`config.mk`:
```
export PLATFORM = sky130hd
export DESIGN_NAME = prog_loader_flat
export DESIGN_NICKNAME = d
export VERILOG_FILES = /design/src/rtl/prog_loader_if.sv /design/src/rtl/prog_loader.sv /design/src/flat_wrapper.sv
export SDC_FILE = /design/constraint.sdc
export NUM_CORES = 1
export LEC_CHECK = 0
export ABC_AREA = 1
export CORE_MARGIN = 1.5
export CORE_UTILIZATION = 51
export DETAILED_ROUTE_END_ITERATION = 7
export PLACE_DENSITY = 0.8
export REMOVE_ABC_BUFFERS = 1
export SYNTH_ARGS = -nofsm -noshare
export SYNTH_HDL_FRONTEND = slang
export SYNTH_SLANG_ARGS = --single-unit
export TNS_END_PERCENT = 50
```
`constraint.sdc`:
```
create_clock -name clk -period 7.1 [get_ports clk]
set_input_delay 2.13 -clock clk [delete_from_list [all_inputs] [get_ports clk]]
set_output_delay 2.13 -clock clk [all_outputs]
set_load 0.02 [all_outputs]
```
`src/rtl/prog_loader_if.sv`:
```
// prog_loader_if: stream and instruction-RAM bus bundle for prog_loader.
//
// Stream side (s_*):
//   s_valid  producer -> loader  word on s_data is valid
//   s_ready  loader -> producer  loader can take a word
//   s_data   producer -> loader  32-bit instruction word
// Handshake: a beat transfers on a rising edge where s_valid & s_ready are
// both high. The producer holds s_data while s_valid is high and s_ready is
// low. The loader may raise or drop s_ready independently of s_valid.
//
// RAM side (mem_*), RAM2Kx32-style, strobes active low:
//   mem_A    loader -> RAM  word address
//   mem_D    loader -> RAM  write data
//   mem_CEN  loader -> RAM  chip enable
//   mem_WEN  loader -> RAM  write enable
//   mem_OEN  loader -> RAM  output enable
//   mem_Q    RAM -> loader  read data, valid the cycle after the address edge
//
// Modports: master = the loader, slave = the stream source plus the RAM.
interface prog_loader_if #(
  parameter int ADDR_W = 11
);
  logic              s_valid;
  logic              s_ready;
  logic [31:0]       s_data;
  logic [ADDR_W-1:0] mem_A;
  logic [31:0]       mem_D;
  logic              mem_CEN;
  logic              mem_WEN;
  logic              mem_OEN;
  logic [31:0]       mem_Q;

  modport master (
    input  s_valid, s_data, mem_Q,
    output s_ready, mem_A, mem_D, mem_CEN, mem_WEN, mem_OEN
  );

  modport slave (
    output s_valid, s_data, mem_Q,
    input  s_ready, mem_A, mem_D, mem_CEN, mem_WEN, mem_OEN
  );
endinterface

```
`src/rtl/prog_loader.sv`:
```
// prog_loader: boot-time program loader for the instruction memory.
// Streams 32-bit words into the RAM, reads the loaded region back, compares
// the additive read-side sum with the write-side sum, and releases the
// pipeline reset only when both sums agree.
//
// Ports:
//   clk, rst     clock (rising edge), asynchronous active-high reset
//   start        one-cycle pulse; latches load_len, honoured in IDLE/DONE/ERR
//   load_len     number of words, legal 1..2^ADDR_W
//   bus          prog_loader_if.master: stream handshake and RAM bus
//   core_rst_n   pipeline reset, high only in DONE
//   busy         high in WRITE, VERIFY or CHECK
//   done, error  high in DONE / ERR
//   checksum     write-side sum of the last completed load
//   dbg_state_o  current FSM state encoding
//
// Stream handshake: a word is taken on a rising edge where s_valid and
// s_ready are both high; s_ready is high exactly while in WRITE.
module prog_loader #(
  parameter int ADDR_W    = 11,
  parameter int BASE_ADDR = 0
) (
  input  logic              clk,
  input  logic              rst,
  input  logic              start,
  input  logic [ADDR_W:0]   load_len,
  prog_loader_if.master     bus,
  output logic              core_rst_n,
  output logic              busy,
  output logic              done,
  output logic              error,
  output logic [31:0]       checksum,
  output logic [2:0]        dbg_state_o
);

  typedef enum logic [2:0] {
    ST_IDLE   = 3'd0,
    ST_WRITE  = 3'd1,
    ST_VERIFY = 3'd2,
    ST_CHECK  = 3'd3,
    ST_DONE   = 3'd4,
    ST_ERR    = 3'd5
  } state_e;

  localparam logic [ADDR_W-1:0] BASE    = ADDR_W'(BASE_ADDR);
  localparam logic [ADDR_W:0]   LEN_MAX = {1'b1, {ADDR_W{1'b0}}};

  state_e            state_q, state_d;
  logic [ADDR_W:0]   len_q, len_d;
  // idx_q counts write beats, then is reused as the read address index.
  logic [ADDR_W:0]   idx_q, idx_d;
  // cnt_q counts read words folded into rsum.
  logic [ADDR_W:0]   cnt_q, cnt_d;
  logic [31:0]       wsum_q, wsum_d;
  logic [31:0]       rsum_q, rsum_d;
  logic [31:0]       checksum_q, checksum_d;
  logic [ADDR_W-1:0] mem_a_q, mem_a_d;
  logic [31:0]       mem_d_q, mem_d_d;
  logic              cen_q, cen_d;
  logic              wen_q, wen_d;
  logic              oen_q, oen_d;
  // rv_q: the RAM captured a read at the last edge, so mem_Q is valid now.
  logic              rv_q, rv_d;

  logic [ADDR_W:0]   len_m1;
  logic [ADDR_W-1:0] cur_addr;
  logic              start_ok;

  assign len_m1   = len_q - 1'b1;
  // Truncation to ADDR_W bits gives the wrap past the top of the RAM.
  assign cur_addr = BASE + idx_q[ADDR_W-1:0];
  assign start_ok = (load_len != '0) && (load_len <= LEN_MAX);

  always_ff @(posedge clk or posedge rst) begin
    if (rst) begin
      state_q    <= ST_IDLE;
      len_q      <= '0;
      idx_q      <= '0;
      cnt_q      <= '0;
      wsum_q     <= '0;
      rsum_q     <= '0;
      checksum_q <= '0;
      mem_a_q    <= '0;
      mem_d_q    <= '0;
      cen_q      <= 1'b1;
      wen_q      <= 1'b1;
      oen_q      <= 1'b1;
      rv_q       <= 1'b0;
    end else begin
      state_q    <= state_d;
      len_q      <= len_d;
      idx_q      <= idx_d;
      cnt_q      <= cnt_d;
      wsum_q     <= wsum_d;
      rsum_q     <= rsum_d;
      checksum_q <= checksum_d;
      mem_a_q    <= mem_a_d;
      mem_d_q    <= mem_d_d;
      cen_q      <= cen_d;
      wen_q      <= wen_d;
      oen_q      <= oen_d;
      rv_q       <= rv_d;
    end
  end

  always_comb begin
    state_d    = state_q;
    len_d      = len_q;
    idx_d      = idx_q;
    cnt_d      = cnt_q;
    wsum_d     = wsum_q;
    rsum_d     = rsum_q;
    checksum_d = checksum_q;
    mem_a_d    = mem_a_q;
    mem_d_d    = mem_d_q;
    // Memory strobes are one-cycle pulses; idle unless a state asks.
    cen_d      = 1'b1;
    wen_d      = 1'b1;
    oen_d      = 1'b1;
    rv_d       = !cen_q && !oen_q;

    case (state_q)
      ST_IDLE, ST_DONE, ST_ERR: begin
        if (start) begin
          if (start_ok) begin
            state_d = ST_WRITE;
            len_d   = load_len;
            idx_d   = '0;
            cnt_d   = '0;
            wsum_d  = '0;
            rsum_d  = '0;
          end else begin
            state_d = ST_ERR;
          end
        end
      end

      ST_WRITE: begin
        if (bus.s_valid) begin
          mem_a_d = cur_addr;
          mem_d_d = bus.s_data;
          cen_d   = 1'b0;
          wen_d   = 1'b0;
          wsum_d  = wsum_q + bus.s_data;
          if (idx_q == len_m1) begin
            // Rewind idx so VERIFY walks the same addresses from the base.
            idx_d   = '0;
            state_d = ST_VERIFY;
          end else begin
            idx_d = idx_q + 1'b1;
          end
        end
      end

      ST_VERIFY: begin
        // The first VERIFY cycle still carries the final write strobe, so
        // reads begin one cycle later and never overlap a write.
        if (idx_q != len_q) begin
          mem_a_d = cur_addr;
          cen_d   = 1'b0;
          oen_d   = 1'b0;
          idx_d   = idx_q + 1'b1;
        end
        if (rv_q) begin
          rsum_d = rsum_q + bus.mem_Q;
          cnt_d  = cnt_q + 1'b1;
          if (cnt_q == len_m1) begin
            state_d = ST_CHECK;
          end
        end
      end

      ST_CHECK: begin
        checksum_d = wsum_q;
        state_d    = (rsum_q == wsum_q) ? ST_DONE : ST_ERR;
      end

      default: begin
        state_d = ST_IDLE;
      end
    endcase
  end

  assign bus.s_ready  = (state_q == ST_WRITE);
  assign bus.mem_A    = mem_a_q;
  assign bus.mem_D    = mem_d_q;
  assign bus.mem_CEN  = cen_q;
  assign bus.mem_WEN  = wen_q;
  assign bus.mem_OEN  = oen_q;
  assign core_rst_n   = (state_q == ST_DONE);
  assign busy         = (state_q == ST_WRITE) || (state_q == ST_VERIFY) ||
                        (state_q == ST_CHECK);
  assign done         = (state_q == ST_DONE);
  assign error        = (state_q == ST_ERR);
  assign checksum     = checksum_q;
  assign dbg_state_o  = state_q;

endmodule

```
`src/flat_wrapper.sv`:
```
// flat-port wrapper written by rule: the top's interface ports become plain ports
module prog_loader_flat 
#(
  parameter int ADDR_W    = 11,
  parameter int BASE_ADDR = 0
)
  (clk, rst, start, load_len, core_rst_n, busy, done, error, checksum, dbg_state_o, bus_s_valid, bus_s_data, bus_mem_Q, bus_s_ready, bus_mem_A, bus_mem_D, bus_mem_CEN, bus_mem_WEN, bus_mem_OEN);
  prog_loader_if #(.ADDR_W(ADDR_W)) bus_i ();
  input  logic clk;
  input  logic rst;
  input  logic start;
  input  logic [ADDR_W:0] load_len;
  output logic core_rst_n;
  output logic busy;
  output logic done;
  output logic error;
  output logic [31:0] checksum;
  output logic [2:0] dbg_state_o;
  input wire logic [$bits(bus_i.s_valid)-1:0] bus_s_valid;
  input wire logic [$bits(bus_i.s_data)-1:0] bus_s_data;
  input wire logic [$bits(bus_i.mem_Q)-1:0] bus_mem_Q;
  output wire logic [$bits(bus_i.s_ready)-1:0] bus_s_ready;
  output wire logic [$bits(bus_i.mem_A)-1:0] bus_mem_A;
  output wire logic [$bits(bus_i.mem_D)-1:0] bus_mem_D;
  output wire logic [$bits(bus_i.mem_CEN)-1:0] bus_mem_CEN;
  output wire logic [$bits(bus_i.mem_WEN)-1:0] bus_mem_WEN;
  output wire logic [$bits(bus_i.mem_OEN)-1:0] bus_mem_OEN;
  assign bus_i.s_valid = bus_s_valid;
  assign bus_i.s_data = bus_s_data;
  assign bus_i.mem_Q = bus_mem_Q;
  assign bus_s_ready = bus_i.s_ready;
  assign bus_mem_A = bus_i.mem_A;
  assign bus_mem_D = bus_i.mem_D;
  assign bus_mem_CEN = bus_i.mem_CEN;
  assign bus_mem_WEN = bus_i.mem_WEN;
  assign bus_mem_OEN = bus_i.mem_OEN;
  prog_loader #(.ADDR_W(ADDR_W), .BASE_ADDR(BASE_ADDR)) u_core (.clk(clk), .rst(rst), .start(start), .load_len(load_len), .bus(bus_i), .core_rst_n(core_rst_n), .busy(busy), .done(done), .error(error), .checksum(checksum), .dbg_state_o(dbg_state_o));
endmodule
```
After elaboration in Yosys (flattened, before gate mapping)
Index checks and enable logic that the tools add are counted.
{"block": "totals", "register_bits": 182, "input_bits": 80, "out_inout_bits": 86, "word_cells": 85}
{"block": "op_classes", "n_addsub": 5, "order_cmp": 1, "eq_ne": 16, "muxes": 30, "reduce_logical": 20}
{"cell": "32-bit two-way mux", "n": 4}
{"cell": "32-bit case mux with 2 select lines", "n": 2}
{"cell": "12-bit two-way mux", "n": 6}
{"cell": "32-bit adder", "n": 2}
{"cell": "12-bit case mux with 3 select lines", "n": 1}
{"cell": "32-bit equality test", "n": 1}
{"cell": "12-bit by 1-bit adder with 12-bit output (second input constant)", "n": 2}
{"cell": "12-bit equality test", "n": 2}
{"cell": "12-bit case mux with 2 select lines", "n": 1}
{"cell": "11-bit two-way mux", "n": 2}
{"cell": "11-bit case mux with 2 select lines", "n": 1}
{"cell": "3-bit two-way mux", "n": 6}
{"cell": "12-bit less-or-equal comparator (second input constant)", "n": 1}
{"cell": "12-bit != test", "n": 1}
{"cell": "3-bit case mux with 4 select lines", "n": 1}
{"cell": "12-bit nonzero test", "n": 1}
{"cell": "12-bit by 1-bit subtractor with 12-bit output (second input constant)", "n": 1}
{"cell": "2-bit by 1-bit != test with 1-bit output (second input constant)", "n": 5}
{"cell": "5-bit AND reduction", "n": 2}
{"cell": "4-bit AND reduction", "n": 2}
{"cell": "3-bit by 2-bit equality test with 1-bit output (second input constant)", "n": 2}
{"cell": "3-bit equality test (second input constant)", "n": 2}
{"cell": "3-bit AND reduction", "n": 2}
{"cell": "2-bit nonzero test", "n": 3}
{"cell": "11 further kinds", "n": 19}

Logic depth before layout (Yosys ltp)
Gate-level depths: netlist of run 1.
{"block": "depth", "word_depth": 5, "ltp_mapped": 15, "depth_no_buf": 15}

Worst setup path after synthesis of run 1
No wires, ideal clock.
{"block": "synth_timing", "path_kind": "input port to flip-flop", "startpoint": "input bus_mem_Q[0]", "endpoint": "register u_core.rsum_q[22]", "setup_ns": 0.076, "arrival_time_ns": 3.699, "required_time_ns": 7.024, "slack_ns": 3.325, "stages": 10, "path_buffers": 0, "cell_sequence": "ha_1 > fa_1 > nand3_1 > nand2_1 > a21oi_1 > o21ai_0 > a21o_1 > nand2_1 > nand2_1 > o21ai_1"}
{"block": "synth_via", "elab_chain_cells": 3}
{"item": "from (decl)", "line_no": "flat_wrapper.sv:21", "rtl": "input wire logic [$bits(bus_i.mem_Q)-1:0] bus_mem_Q;"}
{"item": "32-bit adder", "line_no": "prog_loader.sv:165", "rtl": "rsum_d = rsum_q + bus.mem_Q;"}
{"item": "32-bit two-way mux", "line_no": "prog_loader.sv:164", "rtl": "if (rv_q) begin"}
{"item": "32-bit case mux with 2 select lines", "line_no": "prog_loader.sv:122", "rtl": "case (state_q)"}
{"item": "to (signal assigned)", "line_no": "prog_loader.sv:95", "rtl": "rsum_q <= rsum_d;"}
{"item": "to (decl)", "line_no": "prog_loader.sv:55", "rtl": "logic [31:0] rsum_q, rsum_d;"}
Every way passes these cells. The select of a mux whose other input is x is not followed.
A chain may end at the register's enable or synchronous reset.

Final worst setup path of run 1
{"block": "layout_timing", "startpoint": "input load_len[9]", "endpoint": "register u_core.rsum_q[17]"}
{"block": "layout_via", "elab_chain_cells": 4, "word_cells_on_any_way": 5, "cone_classes": "1 x order compare; 1 x eq/ne; 3 x reduce/logical"}
{"item": "from (decl)", "line_no": "flat_wrapper.sv:12", "rtl": "input logic [ADDR_W:0] load_len;"}
{"item": "12-bit less-or-equal comparator or 12-bit nonzero test (tied branches)", "line_no": "prog_loader.sv:72", "rtl": "assign start_ok = (load_len != '0) && (load_len <= LEN_MAX);"}
{"item": "1-bit logical AND (*)", "line_no": "prog_loader.sv:72"}
{"item": "2-bit by 1-bit != test with 1-bit output (no source line) (*)"}
{"item": "4-bit AND reduction (no source line) (*)"}
Every way passes the cells marked *; elsewhere a longest branch is shown, timed or not.

==> results, run 1 <==
- The worst setup path is launched from an input port.
- The initial antenna violation count came to 2.
- The minimum hold slack is 0.476 ns.
- The leakage component of the power is 0.00729 uW.
- The share of post-route cells with drive strength above 1 is 4.75%.
- By area, the combinational part of the netlist is dominated by simple AND/OR/NAND/NOR gates.
- In the layout the commonest cells are 544 x nand2_1, 194 x inv_1, 179 x dfrtp_1, 165 x clkdlybuf4s50_1, 148 x nor2_1.
- The source of the worst hold timing path is u_core.bus.mem_D[25].
- The average via count per standard cell is 5.59.
- From bottom edge to top edge, the die measures 159 um.
- The number of buffer cells added on primary ports is 165.
- The effective utilization at floorplan is 52.4%.
- The detailed placer's ending HPWL is 31700 um.
- The antenna diode instance count is 0.
- Counting every instance in the synthesized netlist gives 1744.
- The worst-case vdd ir drop is 214 uV.
- The buffer count from post-CTS setup fixing is 0.
- The count of boundary I/O pins is 166.
- At the pin with the least slew margin, the transition time is 1.04 ns.
- The share of the synthesized area in compound gates (AO/OA/AOI/OAI) is 13.1%.
- In this run the register-to-register setup slack is 4.16 ns.
- The arrival time reported for the critical path endpoint is 4.93 ns.
- Summing all non-filler instances in the final layout gives an area of 0.0149 sq mm.
- The final critical-path required period is 4.57 ns.
- The depth of the worst register-to-register path is 11.
- The most common cell after layout, fill and taps aside is nand2_1.
- The remaining antenna violation count is 0.
- The worst hold path terminates at u_core.bus.mem_D[25].
- The maximum clock frequency is 0.219 GHz.
- The routed via count is 12.5k.
- The clock net sink count is 182.
- In this run the critical register-to-register path is launched from u_core.dbg_state_o[2].
- The insertion delay to the later sink of the worst-skew pair is 0.45 ns.
- The total number of placement rows is 56.
- The clock tree buffer depth is 2.
- The flow ran to the end, and the final reports show no timing, DRC or antenna violations.
- TritonCTS built the clock tree.
- Measured on the finished design, the core utilization comes to 63.1%.
- The number of iterations in the first detailed-routing pass is 6.
- After the first detailed-routing iteration, the DRC count stood at 1162.
- Entering global routing, the biggest net connects 83 pins.
- The quantity of hold-fixing buffers added after cts is 0.
- The global-route usage over all layers is 32.1%.
- The worst min-delay path class is register to register.
- Averaged over all synthesized cells, the footprint is 7.12 sq um.
- The fraction of the mapped netlist area in adder cells is 6.87%.
- The synthesized flop and latch total is 182.
- The area added between synthesis and finish is 20.3%.
- The relative max-transition margin is 30.6%.
- The tool flagged a number of max-cap violations equal to 0.
- The part of the cycle the worst path needs is 64.4%.
- The number of CTS-inserted buffers is 17.
- The simple-gate share of the synthesized area is 30.1%.
- The clock-pin transition on the worst setup and hold timing paths is 0.08 ns.
- The die area is 0.0253 sq mm.
- For this run, the register share of the synthesized area comes to 36.7%.
- Wires add up to 40300 um.
- Of all nets on the critical path, the largest fanout is 32.
- The average wire length per cell after detail routing is 18.0 um.
- The parity-gate share of the synthesized area counting xor and xnor cells is 4.87%.
- The post-route DRC violation count is 0.
- After detailed placement, the total cell area comes to 0.0144 sq mm.
- After synthesis, the share of cell area in mux cells is 0.725%.
- The reg-to-reg critical path endpoint is u_core.rsum_q[17].
- The final layout contains 2049 nets.
- The final max-slew violation count is 0.
- The first global-routing pass estimated 64500 um of wire.
- The final-report hold violation count was 0.
- At the worst endpoint, the required time is 7.46 ns.
- The kind of critical path is input port to register.
- In this run the worst setup path begins at load_len[9].
- The residual overflow from global routing is 0.
- The cell area after synthesis is 0.0124 sq mm.
- The H-tree was split into 4 levels.
- The weighted congestion at the end of routability-driven global placement is 0.958.
- The cell sitting at the root of the clock tree is a clkbuf_16.
- Post-CTS repair changed the size of 0 cells.
- From left edge to right edge, the die measures 159 um.
- The total negative setup slack is 0 ns.
- The distinct cell type count of the synthesized netlist is 46.
- Dividing total power by cell area gives a power density of 438 mW/mm^2.
- Setup repair after global routing left no endpoint under its margin.
- The via count of the first global-routing pass is 12.0k.
- The worst setup path is captured at a register.
- The number of endpoints failing setup at the final stage is 0.
- The cell count of the worst hold path is 2.
- The core footprint is 0.0237 sq mm.
- The Yosys step of the flow raised 0 warnings.
- The clock tree skew after final layout is 0.0123 ns.
metrics by stage:
stage / worst slack [ns] / power [uW] / cells
after CTS: 2.59 / 6500 / 2234
after global routing: 2.32 / 7020 / 2234
after detailed placement: 2.15 / 5530 / 2202
final: 2.53 / 6550 / 2234
after floorplan: 0.0313 / 4210 / 1712
after global placement: 2.26 / 5470 / 2202
area by class of cell:
type	count	area, sq um
Clock buffer	17	425
Clock inverter	15	161
Fill cell	2190	8730
Inverter	205	779
Multi-Input combinational cell	1325	6930
Sequential cell	182	4560
Tap cell	319	399
Timing Repair Buffer	171	1700
sequential cells by signal (all words and copies together), names as in the netlist:
signal              flops
u_core.bus.mem_A       11
u_core.bus.mem_CEN      1
u_core.bus.mem_D       32
u_core.bus.mem_OEN      1
u_core.bus.mem_WEN      1
u_core.checksum        32
u_core.cnt_q           12
u_core.dbg_state_o      3
u_core.idx_q           12
u_core.len_q           12
u_core.rsum_q          32
u_core.rv_q             1
u_core.wsum_q          32
cells in the mapped netlist (all sizes together):
| library cell | n | area, sq um |
|---|---|---|
| nand4 | 18 | 113 |
| clkbuf | 14 | 52.6 |
| nor2 | 159 | 669 |
| inv | 204 | 771 |
| a31oi | 7 | 43.8 |
| nor4 | 8 | 50.1 |
| nand3 | 116 | 613 |
| o22ai | 38 | 263 |
| o21a | 3 | 22.5 |
| a22o | 2 | 17.5 |
| nand3b | 5 | 37.5 |
| o21bai | 9 | 67.6 |
| o221ai | 1 | 8.76 |
| mux2 | 8 | 90.1 |
| dfrtp | 179 | 4480 |
| nor3 | 31 | 160 |
| o31ai | 3 | 22.5 |
| a211oi | 1 | 7.51 |
| buf | 18 | 118 |
| fa | 2 | 40.0 |
| dfstp | 3 | 78.8 |
| o21ai | 129 | 649 |
| clkinv | 1 | 3.75 |
| a21oi | 90 | 458 |
| nand2 | 552 | 2100 |
| ha | 65 | 813 |
| a21o | 7 | 52.6 |
| a21boi | 2 | 15.0 |
| xnor2 | 34 | 298 |
| xor2 | 35 | 307 |
report_power, final:
group	switching (uW)	internal, uW
clock network	484	471
logic	2380	1360
registers	425	1430
logic make-up after synthesis:
| family | count (synthesis) |
|---|---|
| and+or+nand+nor | 889 |
| buffers and inverters | 237 |
| adders and majority gates | 67 |
| muxes | 8 |
| DFF | 182 |
| AOI/OAI and AO/OA | 292 |
| xor gates and xnor gates | 69 |
worst max path at each step:
| stage | to | slack [ns] | depth (start not counted) |
|---|---|---|---|
| after global routing | u_core.rsum_q[17] | 2.32 | 12 |
| after global placement | u_core.rsum_q[17] | 2.26 | 10 |
| after detailed placement | u_core.rsum_q[17] | 2.15 | 10 |
| after floorplan | u_core.bus.mem_A[0] | 0.03 | 1 |
| after CTS | u_core.rsum_q[17] | 2.59 | 10 |
| final | u_core.rsum_q[17] | 2.53 | 10 |
layer usage:
metal | track usage [%] | share of wire (%) | vias up
met5 | 0 | 0.060 | -
met4 | 12.2 | 3.5 | 4
met3 | 4.27 | 7.2 | 96
met2 | 52.8 | 46 | 536
met1 | 43.2 | 43 | 5827
li1 | - | - | 6033
worst max-delay path: stages:
cell and delay, ns:
clkdlybuf4s50_1 0.43, nor3_1 0.40, nand3_1 0.16, nand3_1 0.20, nand2_4 0.27, inv_4 0.29
nand2_2 0.32, inv_2 0.37, o21ai_0 0.14, o21ai_0 0.18
Power figures use the tool's default switching activity.
==> run 2, diff against run 1 <==
CORE_UTILIZATION = 57   (was 51)
PLACE_DENSITY = 0.84   (was 0.8)
clock period = 4.5 ns   (was 7.1 ns; I/O delays follow)
==> results, run 2 (synthesis gave the netlist of run 1 again) <==
- The floorplan step set the die width to 151 um.
- Across the run, the number of max-cap violations was 0.
- In this run the tightest slew margin relative to its limit is 31.6%.
- The switching power share of the total is 49.8%.
- The total number of placement rows is 53.
- The delay of the slowest cell on the worst path is 0.65 ns.
- Adding up every negative setup slack in the final design gives 0 ns.
- The part of the total power dissipated in combinational logic is 56.7%.
- Along the worst path, the maximum fanout reaches 10.
- Setup repair after global routing left no endpoint under its margin.
- In this run the number of cells on the critical path is 4.
- Counting the fill cells in the layout gives 1815.
- The first global-routing pass estimated 61900 um of wire.
- The core footprint is 0.0212 sq mm.
- The worst register-to-register path has a depth of 10.
- The highest-delay cell along the critical path is clkdlybuf4s50_1.
- Together, buffers and inverters on the worst path number 2.
- In this run, CTS created clock tree buffers numbering 17.
- In this run the power density over the cells is 695 mW/mm^2.
- The sequential share of power is 28.3%.
- The number of endpoints failing setup at the final stage is 0.
- The initial antenna violation count is 0.
- The arrival time reported for the critical path endpoint is 2.10 ns.
- The via count of the first global-routing pass is 11.9k.
- The pin count of the biggest net entering global routing is 79.
- The die area is 0.0227 sq mm.
- The count of boundary I/O pins is 166.
- The effective utilization at floorplan is 58.5%.
- The worst setup path is launched from a register.
- The clock drives 182 sinks.
- In this run the critical register-to-register path is captured at u_core.wsum_q[24].
- The detailed placer's ending HPWL is 30400 um.
- Once detail routing completed, the nets flagged for antenna violations numbered 0.
- Leaving out fill and tap cells, the most frequent cells in the layout are 544 x nand2_1, 194 x inv_1, 179 x dfrtp_1, 165 x clkdlybuf4s50_1, 148 x nor2_1.
- Hold repair after CTS inserted 0 buffers.
- The pre-antenna-repair detailed-routing pass consisted of 5 iterations.
- The final max-slew violation count is 0.
- In this run the critical register-to-register path is launched from u_core.dbg_state_o[1].
- Global routing used 35.5% of the available tracks.
- Traced cell by cell, the critical path runs through inv_2 -> nand2_2 -> nor2_8 -> clkdlybuf4s50_1.
- In this run, the number of DRC markers left after iteration 0 of detailed routing was 1049.
- In this run the worst hold path is classified as register to register.
- After clock tree synthesis, the repair step resized 0 gates.
- In this run the number of H-tree levels came out at 4.
- The type of element capturing the critical path is a primary output.
- The final layout contains 2054 nets.
- The run finished with clean final reports.
- Buffers added to address setup during post-CTS repair amount to 0.
- Setup slack closes at 1.05 ns.
- The post-route netlist has 5.00% of its cells at a drive strength greater than 1.
- Data on the critical path is required at its endpoint by 3.15 ns.
- After detailed routing, the number of remaining DRC violations is 0.
- The power spent charging and discharging nets is 5180 uW.
- The number of buffer cells added on primary ports is 165.
- From synthesis to final layout, the design area changed by 20.6%.
- The clock tree skew after final layout is 0.0119 ns.
- Leaving out fill and tap cells, the most frequent cell in the layout is nand2_1.
- The internal portion of total power is 5220 uW.
- Wires add up to 39300 um.
- Summed over all cells, the static leakage comes to 0.00734 uW.
- The routed via count is 12.6k.
- The worst path uses 76.8% of the clock period.
- The clock-pin transition on the worst setup and hold timing paths is 0.08 ns.
- From bottom edge to top edge, the die measures 151 um.
- At the pin with the least slew margin, the transition time is 1.02 ns.
- The final critical-path required period is 3.45 ns.
- The cell class contributing the biggest share of worst-path delay is buffers and inverters.
- The clock tree buffer depth is 2.
- The antenna diode instance count is 0.
- Tracing the worst setup path back leads to its startpoint at u_core.dbg_state_o[1].
- Routability-driven placement finished with a final weighted congestion of 1.02.
- The worst-case vdd ir drop is 347 uV.
- The final-report hold violation count came to 0.
- The TritonCTS clock tree is done.
- The setup slack after placement is 0.692 ns.
- The tree is rooted in a clkbuf_16.
- The critical path is of the register to primary output type.
- The clock group share of total power is 15.0%.
- After global routing the overflow that remains totals 0.
- For the worst-skew pair, the clock arrives at the later sink with an insertion delay of 0.45 ns.
- The average wire length per cell after detail routing is 17.9 um.
- The average via count per standard cell is 5.72.
- The worst-case register-to-register setup slack is 1.83 ns.
- Timing would allow up to 0.290 GHz.
- The endpoint of the most critical setup path is bus_s_ready.
==> run 2: cell types whose count changed in the layout (fill, tap and decap cells not counted), sizes merged <==
cell      delta
buf          +5
bufinv       +1
clkinvlp     -4
inv          +3
==> run 2: final cells by class <==
cell class,count,area (sq um),share of cell area (%)
Clock buffer,17,425,2.84
Sequential cell,182,4560,30.4
Inverter,205,779,5.21
Timing Repair Buffer,176,1760,11.7
Clock inverter,15,180,1.20
Multi-Input combinational cell,1325,6930,46.3
Tap cell,275,344,2.30
==> run 2: how the worst min path moves through the flow <==
| stage | from | to | slack, ns | cells past startpoint |
|---|---|---|---|---|
| after detailed placement | u_core.bus.mem_D[18] | u_core.bus.mem_D[18] | 0.46 | 2 |
| after floorplan | u_core.cnt_q[2] | u_core.cnt_q[2] | 0.47 | 1 |
| after global routing | u_core.bus.mem_D[18] | u_core.bus.mem_D[18] | 0.50 | 2 |
| after global placement | u_core.bus.mem_D[0] | u_core.bus.mem_D[0] | 0.45 | 2 |
| final | u_core.bus.mem_D[28] | u_core.bus.mem_D[28] | 0.48 | 2 |
| after CTS | u_core.bus.mem_D[18] | u_core.bus.mem_D[18] | 0.48 | 2 |
==> run 2: metal layers <==
metal,wire length [um],up-vias,part of all wire [%],track usage [%]
met1,16200,5826,41,46.4
met2,18300,586,47,58.6
met4,1550,0,3.9,15.2
met5,0,-,0,0
li1,-,6031,-,-
met3,3230,118,8.2,5.42
==> run 2: metrics by stage <==
| stage | hold WS (ns) | instances | power (uW) | util [%] | cell area [sq um] |
|---|---|---|---|---|---|
| 2_1_floorplan | 0.468 | 1712 | 6640 | - | 12300 |
| 3_3_place_gp | 0.455 | 2163 | 8570 | 67.7 | 14400 |
| 3_5_place_dp | 0.462 | 2163 | 8710 | 67.7 | 14400 |
| 4_1_cts | 0.481 | 2195 | 10300 | 70.6 | 15000 |
| 5_1_grt | 0.503 | 2195 | 11100 | 70.6 | 15000 |
| 6_report | 0.477 | 2195 | 10400 | 70.6 | 15000 |
==> run 2: worst reg2reg max path, delay by kind of cell (launching register included) <==
| kind | cells | cell delay [ns] |
|---|---|---|
| and+or+nand+nor | 3 | 0.96 |
| buffers and inverters | 4 | 0.72 |
| DFF | 1 | 0.53 |
| AOI/OAI and AO/OA | 3 | 0.36 |
==> run 2: power by group through the flow <==
stage               sequential [uW]  clock, uW  combinational (uW)
finish                         2940       1560                5910
global route                   2990       1640                6490
CTS                            2920       1570                5830
detailed placement             2940          0                5770
global placement               2930          0                5650
floorplan                      3050          0                3580
==> run 3, diff against run 2 <==
CORE_UTILIZATION = 51   (was 57)
PLACE_DENSITY = 0.8   (was 0.84)
clock period = 2.9 ns   (was 4.5 ns; I/O delays follow)
==> results, run 3 (synthesis gave the netlist of run 1 again) <==
- In this run the core area contains 56 standard-cell rows.
- Setup slack on the worst reg-to-reg path comes out at 0.47 ns.
- The setup slack after placement is -0.293 ns.
- The kind of critical path is register to primary output.
- The maximum net fanout on the critical path is 6.
- The routed via count is 13.0k.
- The first-pass GRT wire length is 65600 um.
- The clock tree skew after final layout is 0.0138 ns.
- The overall power of the completed layout is 17300 uW.
- The share of post-route cells with drive strength above 1 is 11.3%.
- The count of boundary I/O pins is 166.
- The die is 159 um tall.
- The source of the worst hold timing path is u_core.bus.mem_D[1].
- The antenna diode instance count is 0.
- The beginning of the worst register-to-register path is u_core.len_q[1].
- The relative max-transition margin is 65.1%.
- At the pin with the least slew margin, the transition time is 0.518 ns.
- The weighted congestion at the end of routability-driven global placement is 0.949.
- The root buffer cell is clkbuf_16.
- The required time reported for the critical path endpoint is 2.03 ns.
- The capture endpoint of the worst hold path is u_core.bus.mem_D[1].
- The average via count per standard cell is 5.47.
- From left edge to right edge, the die measures 159 um.
- The final critical-path required period is 2.75 ns.
- The maximum clock frequency is 0.364 GHz.
- The worst setup path is captured at a primary output.
- The number of max-cap violations is 0.
- The clock tree buffer depth is 2.
- For this design, the sink count on the clock tree is 182.
- Setup slack on the critical path of the routed design comes to 0.149 ns.
- The die area is 0.0253 sq mm.
- Across every metal layer, demand over resource in global routing totals 32.6%.
- Clock-pin slew was measured on the worst setup and hold paths at 0.09 ns.
- At the later pin of the worst-skew pair, clock insertion delay measures 0.46 ns.
- The worst setup path is launched from a register.
- After detailed placement, the design holds a cell count of 2341.
- The reg-to-reg critical path endpoint is u_core.dbg_state_o[1].
- The worst min-delay path class is register to register.
- The number of setup buffers added after CTS is 0.
- After detailed routing, the number of remaining DRC violations is 0.
- The remaining antenna violation count is 0.
- The pin count of the biggest net entering global routing is 53.
- The area added between synthesis and finish is 29.8%.
- In the finished design, the share of the clock period the worst path needs comes to 94.9%.
- The worst-case vdd ir drop is 545 uV.
- The quantity of hold-fixing buffers added after cts is 0.
- Once layout is complete, the cells apart from fillers number 2373.
- The average wire length per cell after detail routing is 17.4 um.
- The net count of the finished layout is 2188.
- The DRC violation total after the first TritonRoute iteration is 1021.
- The wire-length estimate of the detail-placed layout is 33000 um.
- The final-report hold violation count is 0.
- The total wirelength of the detailed-routed design is 41300 um.
- The most common cell after layout, fill and taps aside is nand2_1.
- STA puts the critical path data arrival time at 1.88 ns.
- Along the worst hold path, the cell count comes to 2.
- The number of endpoints failing setup at the final stage is 0.
- TritonCTS built the clock tree.
- The number of iterations in the first detailed-routing pass is 7.
- Once layout is complete, the utilization of the core stands at 68.1%.
- For the worst flop-to-flop path, the logic depth is 13.
- The core footprint is 0.0237 sq mm.
- Dividing total power by cell area gives a power density of 1080 mW/mm^2.
- The residual overflow from global routing is 0.
- The initial antenna violation count is 0.
- The via count of the first global-routing pass is 12.5k.
- Leaving out fill and tap cells, the most frequent cells in the layout are 544 x nand2_1, 194 x inv_1, 177 x dfrtp_1, 164 x clkdlybuf4s50_1, 148 x nor2_1.
- The final max-slew violation count is 0.
- The flow ran to the end, and the final reports show no timing, DRC or antenna violations.
- The number of CTS-inserted buffers is 17.
- The effective utilization at floorplan is 52.4%.
- The count of buffers added on input and output ports is 165.
- In this run the static leakage power is 0.00802 uW.
- Setup repair after global routing left no endpoint under its margin.
- The total negative setup slack is 0 ns.
- The H-tree was split into 4 levels.
run 3: how the worst max path moves through the flow:
| stage | from | end | slack, ns |
|---|---|---|---|
| 2_1_floorplan | rst | u_core.bus.mem_A[0] | -2.91 |
| 5_1_grt | bus_s_data[0] | u_core.wsum_q[26] | 0.02 |
| 3_5_place_dp | bus_s_data[0] | u_core.wsum_q[22] | -0.29 |
| 6_report | u_core.dbg_state_o[2] | core_rst_n | 0.15 |
| 3_3_place_gp | bus_s_data[0] | u_core.wsum_q[22] | -0.26 |
| 4_1_cts | u_core.dbg_state_o[1] | bus_s_ready | 0.006 |
run 3: metal layers:
| layer | share of wire (%) | vias up | GRT usage (%) |
|---|---|---|---|
| li1 | - | 6306 | - |
| met1 | 44 | 6053 | 44.3 |
| met2 | 46 | 536 | 53.5 |
| met3 | 7.2 | 83 | 4.69 |
| met4 | 2.9 | 0 | 10.8 |
| met5 | 0 | - | 0 |
run 3: critical path, stage by stage (launching register included):
cell and delay, ns:
dfrtp_2 0.49, inv_2 0.10, nor3_1 0.19, clkdlybuf4s50_1 0.65
run 3: final cells by class:
type                    instances  area [sq um]
flip-flops and latches        182          4560
well taps                     319           399
clock buffers                  17           425
fillers                      2073          7560
repair buffers                310          2860
clock inverters                15           173
inverters                     205           779
multi-input cells            1325          6930
run 3: stage by stage:
stage               instance area [sq um]  hold WS (ns)
CTS                                 16100         0.478
global route                        16100         0.490
detailed placement                  15500         0.457
floorplan                           12300         0.468
global placement                    15500         0.454
finish                              16100         0.476
run 3: where the power goes:
group | switching, uW | internal, uW | leakage (uW)
logic | 6040 | 4340 | 0.00534
registers | 1070 | 3490 | 0.00239
clock network | 1230 | 1170 | 0.000290
total | 8330 | 9000 | 0.00802
run 3: timing repair:
item	CTS	global route
pin swaps	0	0
setup endpoints to repair	1	5
resized for setup	1	4
